### src/rtl/sva_seq_driver.sv
// sva_seq_driver: replays queued "a, gap, b" scenarios for a ##[1:$] checker.
// A small command FIFO feeds a five-state waveform generator. The generator
// raises exp_succ on the same cycle as b, so a scoreboard can compare it
// against the checker's success outputs.
module sva_seq_driver #(
  parameter int unsigned LEN_WIDTH = 8,
  parameter int unsigned DEPTH     = 4,
  parameter int unsigned CNT_WIDTH = 16
) (
  input  logic                 gclk,
  input  logic                 grst,
  input  logic                 cmd_valid,
  output logic                 cmd_ready,
  input  logic [LEN_WIDTH-1:0] cmd_idle_len,
  input  logic [LEN_WIDTH-1:0] cmd_gap_len,
  input  logic                 cmd_gap_a,
  output logic                 a,
  output logic                 b,
  output logic                 exp_succ,
  output logic                 busy,
  output logic [CNT_WIDTH-1:0] done_cnt
);

  localparam int unsigned AW = $clog2(DEPTH);
  localparam int unsigned PW = AW + 1;

  typedef struct packed {
    logic [LEN_WIDTH-1:0] idle_len;
    logic [LEN_WIDTH-1:0] gap_len;
    logic                 gap_a;
  } cmd_t;

  typedef enum logic [2:0] {
    IDLE = 3'd0,
    PRE  = 3'd1,
    TRIG = 3'd2,
    GAP  = 3'd3,
    FIRE = 3'd4
  } state_t;

  cmd_t                 mem [DEPTH];
  logic [PW-1:0]        wr_ptr, rd_ptr;
  logic [PW-1:0]        wr_nxt, rd_nxt;
  logic                 empty, empty_nxt, full_nxt;
  logic                 push, pop;
  cmd_t                 head;

  state_t               state;
  logic [LEN_WIDTH-1:0] cnt;
  logic [LEN_WIDTH-1:0] gap_len_q;
  logic                 gap_a_q;
  logic                 idle_nxt;

  // FIFO status and handshake decode from the registered pointers
  always_comb begin
    empty     = (wr_ptr == rd_ptr);
    push      = cmd_valid && cmd_ready;
    pop       = (state == IDLE) && !empty;
    head      = mem[rd_ptr[AW-1:0]];
    wr_nxt    = wr_ptr + PW'(push);
    rd_nxt    = rd_ptr + PW'(pop);
    empty_nxt = (wr_nxt == rd_nxt);
    full_nxt  = (wr_nxt[AW] != rd_nxt[AW]) && (wr_nxt[AW-1:0] == rd_nxt[AW-1:0]);
  end

  // Whether the generator will sit in IDLE after the coming edge
  always_comb begin
    idle_nxt = 1'b1;
    case (state)
      IDLE:           idle_nxt = !pop;
      PRE, TRIG, GAP: idle_nxt = 1'b0;
      default:        idle_nxt = 1'b1;
    endcase
  end

  // FIFO storage; contents need no reset because the pointers guard them
  always_ff @(posedge gclk) begin
    if (push) begin
      mem[wr_ptr[AW-1:0]] <= '{idle_len: cmd_idle_len, gap_len: cmd_gap_len, gap_a: cmd_gap_a};
    end
  end

  // FIFO pointers plus registered cmd_ready and busy
  always_ff @(posedge gclk or posedge grst) begin
    if (grst) begin
      wr_ptr    <= '0;
      rd_ptr    <= '0;
      cmd_ready <= 1'b1;
      busy      <= 1'b0;
    end else begin
      wr_ptr    <= wr_nxt;
      rd_ptr    <= rd_nxt;
      cmd_ready <= !full_nxt;
      busy      <= !idle_nxt || !empty_nxt;
    end
  end

  // Scenario FSM; a/b/exp_succ are registered to match the state being entered
  always_ff @(posedge gclk or posedge grst) begin
    if (grst) begin
      state     <= IDLE;
      cnt       <= '0;
      gap_len_q <= '0;
      gap_a_q   <= 1'b0;
      a         <= 1'b0;
      b         <= 1'b0;
      exp_succ  <= 1'b0;
      done_cnt  <= '0;
    end else begin
      a        <= 1'b0;
      b        <= 1'b0;
      exp_succ <= 1'b0;
      case (state)
        IDLE: begin
          if (pop) begin
            gap_len_q <= head.gap_len;
            gap_a_q   <= head.gap_a;
            if (head.idle_len == '0) begin
              state <= TRIG;
              a     <= 1'b1;
            end else begin
              cnt   <= head.idle_len;
              state <= PRE;
            end
          end
        end
        PRE: begin
          cnt <= cnt - LEN_WIDTH'(1);
          if (cnt == LEN_WIDTH'(1)) begin
            state <= TRIG;
            a     <= 1'b1;
          end
        end
        TRIG: begin
          if (gap_len_q == '0) begin
            state    <= FIRE;
            b        <= 1'b1;
            exp_succ <= 1'b1;
          end else begin
            cnt   <= gap_len_q;
            state <= GAP;
            a     <= gap_a_q;
          end
        end
        GAP: begin
          cnt <= cnt - LEN_WIDTH'(1);
          if (cnt == LEN_WIDTH'(1)) begin
            state    <= FIRE;
            b        <= 1'b1;
            exp_succ <= 1'b1;
          end else begin
            a <= gap_a_q;
          end
        end
        FIRE: begin
          done_cnt <= done_cnt + CNT_WIDTH'(1);
          state    <= IDLE;
        end
        default: state <= IDLE;
      endcase
    end
  end

endmodule

### config.mk
export PLATFORM = sky130hd
export DESIGN_NAME = sva_seq_driver
export DESIGN_NICKNAME = d
export VERILOG_FILES = /design/src/rtl/sva_seq_driver.sv
export SDC_FILE = /design/constraint.sdc
export NUM_CORES = 1
export LEC_CHECK = 0
export ABC_AREA = 1
export CAP_MARGIN = 10
export CORE_ASPECT_RATIO = 0.9
export CORE_MARGIN = 1.5
export CORE_UTILIZATION = 50
export DETAILED_ROUTE_END_ITERATION = 16
export GPL_TIMING_DRIVEN = 1
export PLACE_DENSITY = 0.7
export SYNTH_ARGS = -nofsm -noshare
export SYNTH_HDL_FRONTEND = slang
export SYNTH_SLANG_ARGS = --single-unit
### constraint.sdc
create_clock -name gclk -period 5.2 [get_ports gclk]
set_clock_uncertainty 0.15 [all_clocks]
set_input_delay 1.56 -clock gclk [delete_from_list [all_inputs] [get_ports gclk]]
set_output_delay 1.56 -clock gclk [all_outputs]
set_load 0.01 [all_outputs]
### Yosys cells after proc, flatten, opt, wreduce, memory -nomap -nowiden

Memories as Yosys holds them, arrays and structs flattened.
Index checks and enable logic that the tools add are counted.

* bits in registers: 46
* memory bits (writable): 68
* bits of input ports: 20
* output and inout bits: 21
* word-level logic and storage cells: 69
* memories: 1

Memory list
* mem: words 4, width 17, rd ports 1, clocked after Yosys merged registers in 0, wr ports 1, line 41 `cmd_t mem [DEPTH];`

* add/subtract/negate cells: 4
* equal/unequal tests: 14
* multiplexer cells: 21
* reduce and logical (&&, ||, !) cells: 18

Operators with widths (number)
* 2-to-1 mux 8 bit: 3
* case mux 8 bit (3 select lines): 1
* adder 16 x 1 -> 16 bit (second input constant): 1
* logical NOT 8 bit: 2
* 2-to-1 mux 3 bit: 4
* case mux 3 bit (4 select lines): 1
* != test 2 bit (second input constant): 5
* equality test 8 x 1 -> 1 bit (second input constant): 1
* 2-to-1 mux 1 bit: 8
* subtractor 8 x 1 -> 8 bit (second input constant): 1
* adder 3 x 1 -> 3 bit: 2
* equality test 3 x 2 -> 1 bit (second input constant): 2
* equality test 3 bit: 2
* logical NOT 1 bit: 5
* case mux 1 bit (2 select lines): 2
* case mux 1 bit (4 select lines): 1
* AND reduction 4 bit: 1
* equality test 3 x 1 -> 1 bit (second input constant): 1
* equality test 3 bit (second input constant): 1
* logical AND 1 bit: 3
* logical NOT 3 bit: 1
* AND reduction 3 bit: 1
* nonzero test 3 bit: 1
* OR reduction 3 bit: 1
* other kinds (6): 6

### Logic depth before layout (Yosys ltp)

Gate-level depths: netlist of run 1.

* depth in word-level cells: 7
* depth in mapped cells: 13
* mapped depth without buffers: 11

### Least setup slack after synthesis of run 1

No wires, ideal clock.

* path type: input to register
* start: input port cmd_valid
* end: memory mem[1][0] in the netlist's numbering (enable)
* setup time: 0.413 ns
* arrival: 2.863 ns
* data required time: 4.637 ns
* slack: 1.774 ns
* cell stages on the path: 2
* path buffers: 0
* cells stage by stage: nand2_1 -> nor3_1

* cells in the longest elaborated chain, start to end: 3

RTL lines
* start: declaration: line 12 `input logic cmd_valid,`
* logical AND 1 bit: line 57 `push = cmd_valid && cmd_ready;`
* 2-to-1 mux 1 bit: line 78 `if (push) begin`
* 2-to-1 mux 1 bit (implied by the code): line 79 `mem[wr_ptr[AW-1:0]] <= '{idle_len: cmd_idle_len, gap_len: cmd_gap_len, gap_a: cmd_gap_a};`
* end: declaration: line 41

Every way passes these cells.

### Worst setup path in the final report of run 1

* start: register cmd_ready
* end: output port cmd_ready

RTL lines
* start: declaration: line 13 `output logic cmd_ready,`
* start signal: assignment: line 93 `cmd_ready <= !full_nxt;`

No word-level cell between the ends.

==> results of run 1 <==
-- registers in the layout, indices dropped and copies added, names as in the netlist --
register   cells
busy           1
rd_ptr         3
gap_len_q      8
wr_ptr         3
mem           68
done_cnt      16
cmd_ready      1
state          3
a              1
cnt            8
gap_a_q        1
exp_succ       1
-- metrics by stage --
step | std cells | hold WS (ps) | cell area, um2 | util, % | power, W
floorplan | 487 | 291.9 | 5036 | - | 0.002114
global placement | 646 | 311.8 | 5563 | 57.10 | 0.002348
detailed placement | 646 | 321.6 | 5563 | 57.10 | 0.002387
CTS | 678 | 334.9 | 6167 | 63.31 | 0.003598
global route | 678 | 361.1 | 6167 | 63.31 | 0.003819
finish | 678 | 332.5 | 6167 | 63.31 | 0.003585
-- kinds of logic (layout without fill, tap and decap cells) --
kind of cell	count (synthesis)	after routing	share of synthesized area (%)
AOI/OAI and AO/OA	51	51	5.788
xor gates and xnor gates	19	19	3.304
adders and majority gates	7	7	1.739
buffers and inverters	52	117	4.795
DFF	114	114	63.43
and+or+nand+nor	244	244	20.94
-- cell usage after synthesis, drive strengths merged --
cell / n / share of area, %
a211oi: 1 / 0.15
a21oi: 5 / 0.50
a31oi: 7 / 0.87
and3: 1 / 0.12
buf: 11 / 1.7
clkbuf: 1 / 0.074
dfrtp: 45 / 22
dfstp: 1 / 0.52
edfxtp: 68 / 41
ha: 7 / 1.7
inv: 40 / 3.0
nand2: 112 / 8.6
nand3: 40 / 4.3
nand4: 2 / 0.37
nor2: 80 / 6.5
nor3: 8 / 0.89
o211ai: 6 / 0.89
o21ai: 26 / 2.6
o21bai: 2 / 0.30
o22ai: 4 / 0.50
or2: 1 / 0.12
xnor2: 8 / 1.4
xor2: 11 / 1.9
-- final cells by class --
cell class	instances	share of cell area, %
multi-input combinational	321	26.27
sequential	114	51.80
inverter	40	2.475
timing repair buffer	45	7.101
clock buffer	19	6.837
clock inverter	13	2.962
tap	126	2.556
-- where the power goes --
part           total, W  internal, W  switching (W)
Sequential      0.00133      0.00119       0.000145
Combinational   0.00107     0.000367       0.000700
Clock           0.00119     0.000779       0.000408
-- metal layers --
layer	wire length (um)	share of wire, %	vias up	global-route usage, %
met5	0	0	-	0
met4	56	0.54	0	5.668
met3	500	4.8	7	5.407
met2	5092	49	101	35.07
met1	4731	46	1712	29.00
li1	-	-	1736	-
-- worst paths after layout --
| path | endpoint | slack, ps | cells past startpoint |
|---|---|---|---|
| setup reg to reg | busy$_DFF_PP0_ | 2390 | 9 |
| max in group asynchronous | rd_ptr[0]$_DFF_PP0_ | 2860 | 2 |
| hold reg to reg | cnt[4]$_DFFE_PP0P_ | 330 | 2 |
| setup / recovery | cmd_ready | 1940 | 1 |
| hold / removal | cnt[4]$_DFFE_PP0P_ | 330 | 2 |
| min in group asynchronous | done_cnt[9]$_DFFE_PP0N_ | 1440 | 2 |
-- worst register-to-register path, delay by kind of cell (launching register included) --
kind	cells	cell delay (ps)
AND/OR/NAND/NOR	4	610
AO/OA/AOI/OAI	1	200
flip-flops	1	860
XOR/XNOR	1	190
adder cells (fa/ha/maj)	2	530
buffers and inverters	1	130
==> flow_summary.yaml, run 1 <==
die:
  initial_core_util_pct: 51.70
  io-pin-count: 41
  die_w_um: 108.8
  die_h_um: 98.21
  fp.coreArea_um2: 9742
  die_area_um2: 10680
  row_count: 34
route:
  drc: 0
  finalWirelength_um: 10380
  routedWlPerCell_um: 15.31
  vias: 3556
  avgViaCountPerCell: 5.245
  final_antenna_net_count: 0
  drtIter0Drc: 257
  dr.pass1.iters: 5
logic_synthesis:
  netlist_instances: 487
  yosysSeqAreaShare_pct: 63.43
  syn_nets: 514
  synth-seq-cells: 114
  netlist_area_um2: 5036
  synthDistinctLibCells: 35
  yosys_warnings: 0
  syn_avg_cell_area_um2: 10.34
grt:
  antenna_found_initial: 0
  grt_max_degree: 47
  overflow: 0
  grt_usage_pct: 21.59
  grt_pass1_wl_um: 17540
  grt_pass1_vias: 3557
clock_network:
  htreeDepth: 4
  ctsResizeCount: 0
  clock_latency_ps: 500
  clk_pin_slew_ps: 50
  cts_made_buffers: 17
  cts_tree: "done"
  postCtsSetupRepairBufs: 0
  clk_path_buf_depth: 2
  cts_sinks: 114
  cts_root_buf: "clkbuf_8"
  holdBufCountCts: 0
timing:
  tightest_slew_ps: 948.0
  max_freq_mhz: 307.0
  drv_slew: 0
  fin_crit_sh_pct: 62.64
  period_needed_ps: 3257
  relSlewSlack_pct: 36.71
  finalSetupViolCount: 0
  rsz0062_at_grt: "no"
  setup_tns_ps: 0
  fin_ws_ps: 1943
  hold_violations: 0
cells_and_area:
  layout-drive-gt1-share_pct: 10.33
  final_cell_mix: "nand2_1, nor2_1, edfxtp_1"
  final_nets: 566
  seqCellArea_um2: 3194
  area_growth_pct: 22.46
  n_fill_cell: 771
  mostFrequentLayoutCell: "nand2_1"
  antenna_cells: 0
  multiInputGateArea_um2: 1620
worst_setup_path:
  path_class: "reg2out"
  path_delay_family: "flip-flops"
  worstPathMaxFanout: 2
  worstPathCellList: "clkdlybuf4s50_1"
  arrival_ps: 1550
  rr_startpoint: "rd_ptr[1]$_DFF_PP0_"
  cp-startpoint: "cmd_ready$_DFF_PP1_"
  cp_num_buf_inv: 1
  worst_path_largest_cell_delay_ps: 530
  critPathRequiredTime_ps: 3490
  startpoint_type: "flip-flop"
  endpoint_kind: "primary output"
  crit_slowest_cell: "dfstp_2"
status:
  outcome: "finished clean"
worst_hold_path:
  min_from: "cnt[4]$_DFFE_PP0P_"
  hold_path_class: "reg2reg"
pwr:
  power_density_nw_per_um2: 581.3
  ir_worst_vdd_v: 0.0002914
  leakage_nw: 2.507
placement:
  portBuffers: 40
  gp_congestion: 0.9138
  pre_cts_ws_ps: 1537
  dp_hpwl_um: 6485
job:
  drv_cap: 0
Power figures use the tool's default switching activity.
==> inputs of run 2 (changes only) <==
==> constraint.sdc (replaced) <==
create_clock -name gclk -period 3.2 [get_ports gclk]
set_clock_uncertainty 0.15 [all_clocks]
set_input_delay 0.96 -clock gclk [delete_from_list [all_inputs] [get_ports gclk]]
set_output_delay 0.96 -clock gclk [all_outputs]
set_load 0.01 [all_outputs]
==> run 2 against run 1 <==
Against the previous run:
- design area shrank 1.0%
- sequential share of layout area rose by 0.53 points
- wire length shrank 3.6%
- via count shrank 0.73%
- sequential power rose by 59%
- non-clock buffer count rose by 3
- global-route usage is 1.1 points lower
- power grew 54%
- largest power group unchanged
==> flow_summary.yaml, run 2 (synthesis gave the netlist of run 1 again) <==
clock_network:
  htreeDepth: 4
  clk_pin_slew_ps: 60
  cts_made_buffers: 17
  postCtsSetupRepairBufs: 0
  holdBufCountCts: 0
  ctsResizeCount: 0
  clock_latency_ps: 520
  clk_path_buf_depth: 2
  cts_root_buf: "clkbuf_8"
  cts_tree: "done"
  cts_sinks: 114
worst_setup_path:
  arrival_ps: 1560
  worst_path_largest_cell_delay_ps: 520
  crit_slowest_cell: "dfstp_2"
  path_delay_family: "flip-flops"
  worstPathMaxFanout: 2
  endpoint_kind: "primary output"
  worstPathCellList: "clkdlybuf4s50_1"
  path_class: "reg2out"
  cp_num_buf_inv: 1
  critPathRequiredTime_ps: 2090
  startpoint_type: "flip-flop"
cells_and_area:
  area_growth_pct: 21.22
  mostFrequentLayoutCell: "nand2_1"
  stdcell_count: 681
  largest_register_ffs: 68
  final_cell_area_um2: 6105
  layout-drive-gt1-share_pct: 10.45
  final_nets: 569
  final_cell_mix: "nand2_1, nor2_1, edfxtp_1"
  antenna_cells: 0
  n_fill_cell: 765
  multiInputGateArea_um2: 1620
  seqCellArea_um2: 3194
route:
  vias: 3530
  finalWirelength_um: 10000
  drtIter0Drc: 181
  final_antenna_net_count: 0
  dr.pass1.iters: 5
  routedWlPerCell_um: 14.69
  drc: 0
  avgViaCountPerCell: 5.184
timing:
  tightest_slew_ps: 581.8
  relSlewSlack_pct: 61.21
  finalSetupViolCount: 0
  drv_slew: 0
  rsz0062_at_grt: "no"
  period_needed_ps: 2674
  fin_crit_sh_pct: 83.56
  hold_violations: 0
  max_freq_mhz: 374.0
  setup_tns_ps: 0
  whs_ps: 317.5
grt:
  grt_usage_pct: 20.52
  grt_pass1_wl_um: 16260
  antenna_found_initial: 0
  grt_pass1_vias: 3417
  grt_max_degree: 47
  overflow: 0
die:
  die_w_um: 108.8
  die_h_um: 98.21
  fp.coreArea_um2: 9742
  row_count: 34
  die_area_um2: 10680
  initial_core_util_pct: 51.70
  io-pin-count: 41
job:
  drv_cap: 0
placement:
  dp_hpwl_um: 6484
  portBuffers: 40
  dpl.cell_count: 649
  gp_congestion: 0.8589
  place_area_um2: 5585
pwr:
  leakage_nw: 2.483
  ir_worst_vdd_v: 0.0007786
  power_density_nw_per_um2: 906.0
  p_total_w: 0.005531
status:
  outcome: "finished clean"
worst_hold_path:
  hold_path_class: "reg2reg"
run 2: path summary, 6_finish.rpt:
kind | from | to | slack [ps] | depth (start not counted)
worst max-delay path | cmd_ready$_DFF_PP1_ | cmd_ready | 530 | 1
worst min-delay path | cnt[4]$_DFFE_PP0P_ | cnt[4]$_DFFE_PP0P_ | 320 | 2
worst max register to register | state[0]$_DFFE_PP0P_ | busy$_DFF_PP0_ | 530 | 10
worst min register to register | cnt[4]$_DFFE_PP0P_ | cnt[4]$_DFFE_PP0P_ | 320 | 2
max in group asynchronous | grst | cnt[5]$_DFFE_PP0P_ | 1740 | 3
min in group asynchronous | grst | done_cnt[14]$_DFFE_PP0N_ | 760 | 3
run 2: per-layer routing:
layer | global-route usage, % | wire length, um
met4 | 6.984 | 120
met2 | 31.88 | 4755
met5 | 0 | 0
met1 | 27.12 | 4513
met3 | 6.809 | 614
run 2: cell type report:
cell class,count,area share [%]
repair buffers,48,7.543
inverters,40,2.501
well taps,126,2.582
clock buffers,22,7.092
flip-flops and latches,114,52.33
clock inverters,10,1.414
multi-input cells,321,26.54
run 2: per-stage QoR:
step / utilization (%) / setup WS (ps)
2_1_floorplan: - / 374.2
3_3_place_gp: 57.33 / 365.8
3_5_place_dp: 57.33 / 298.4
4_1_cts: 62.66 / 499.4
5_1_grt: 62.66 / 375.1
6_report: 62.66 / 525.9
run 2: where the power goes:
| part | switching (W) | leakage (nW) | internal, W | total [W] |
|---|---|---|---|---|
| combinational | 0.00115 | 1.03 | 0.000605 | 0.00176 |
| sequential | 0.000188 | 1.20 | 0.00193 | 0.00212 |
| clock | 0.000633 | 0.251 | 0.00102 | 0.00165 |
| total | 0.00198 | 2.48 | 0.00356 | 0.00553 |
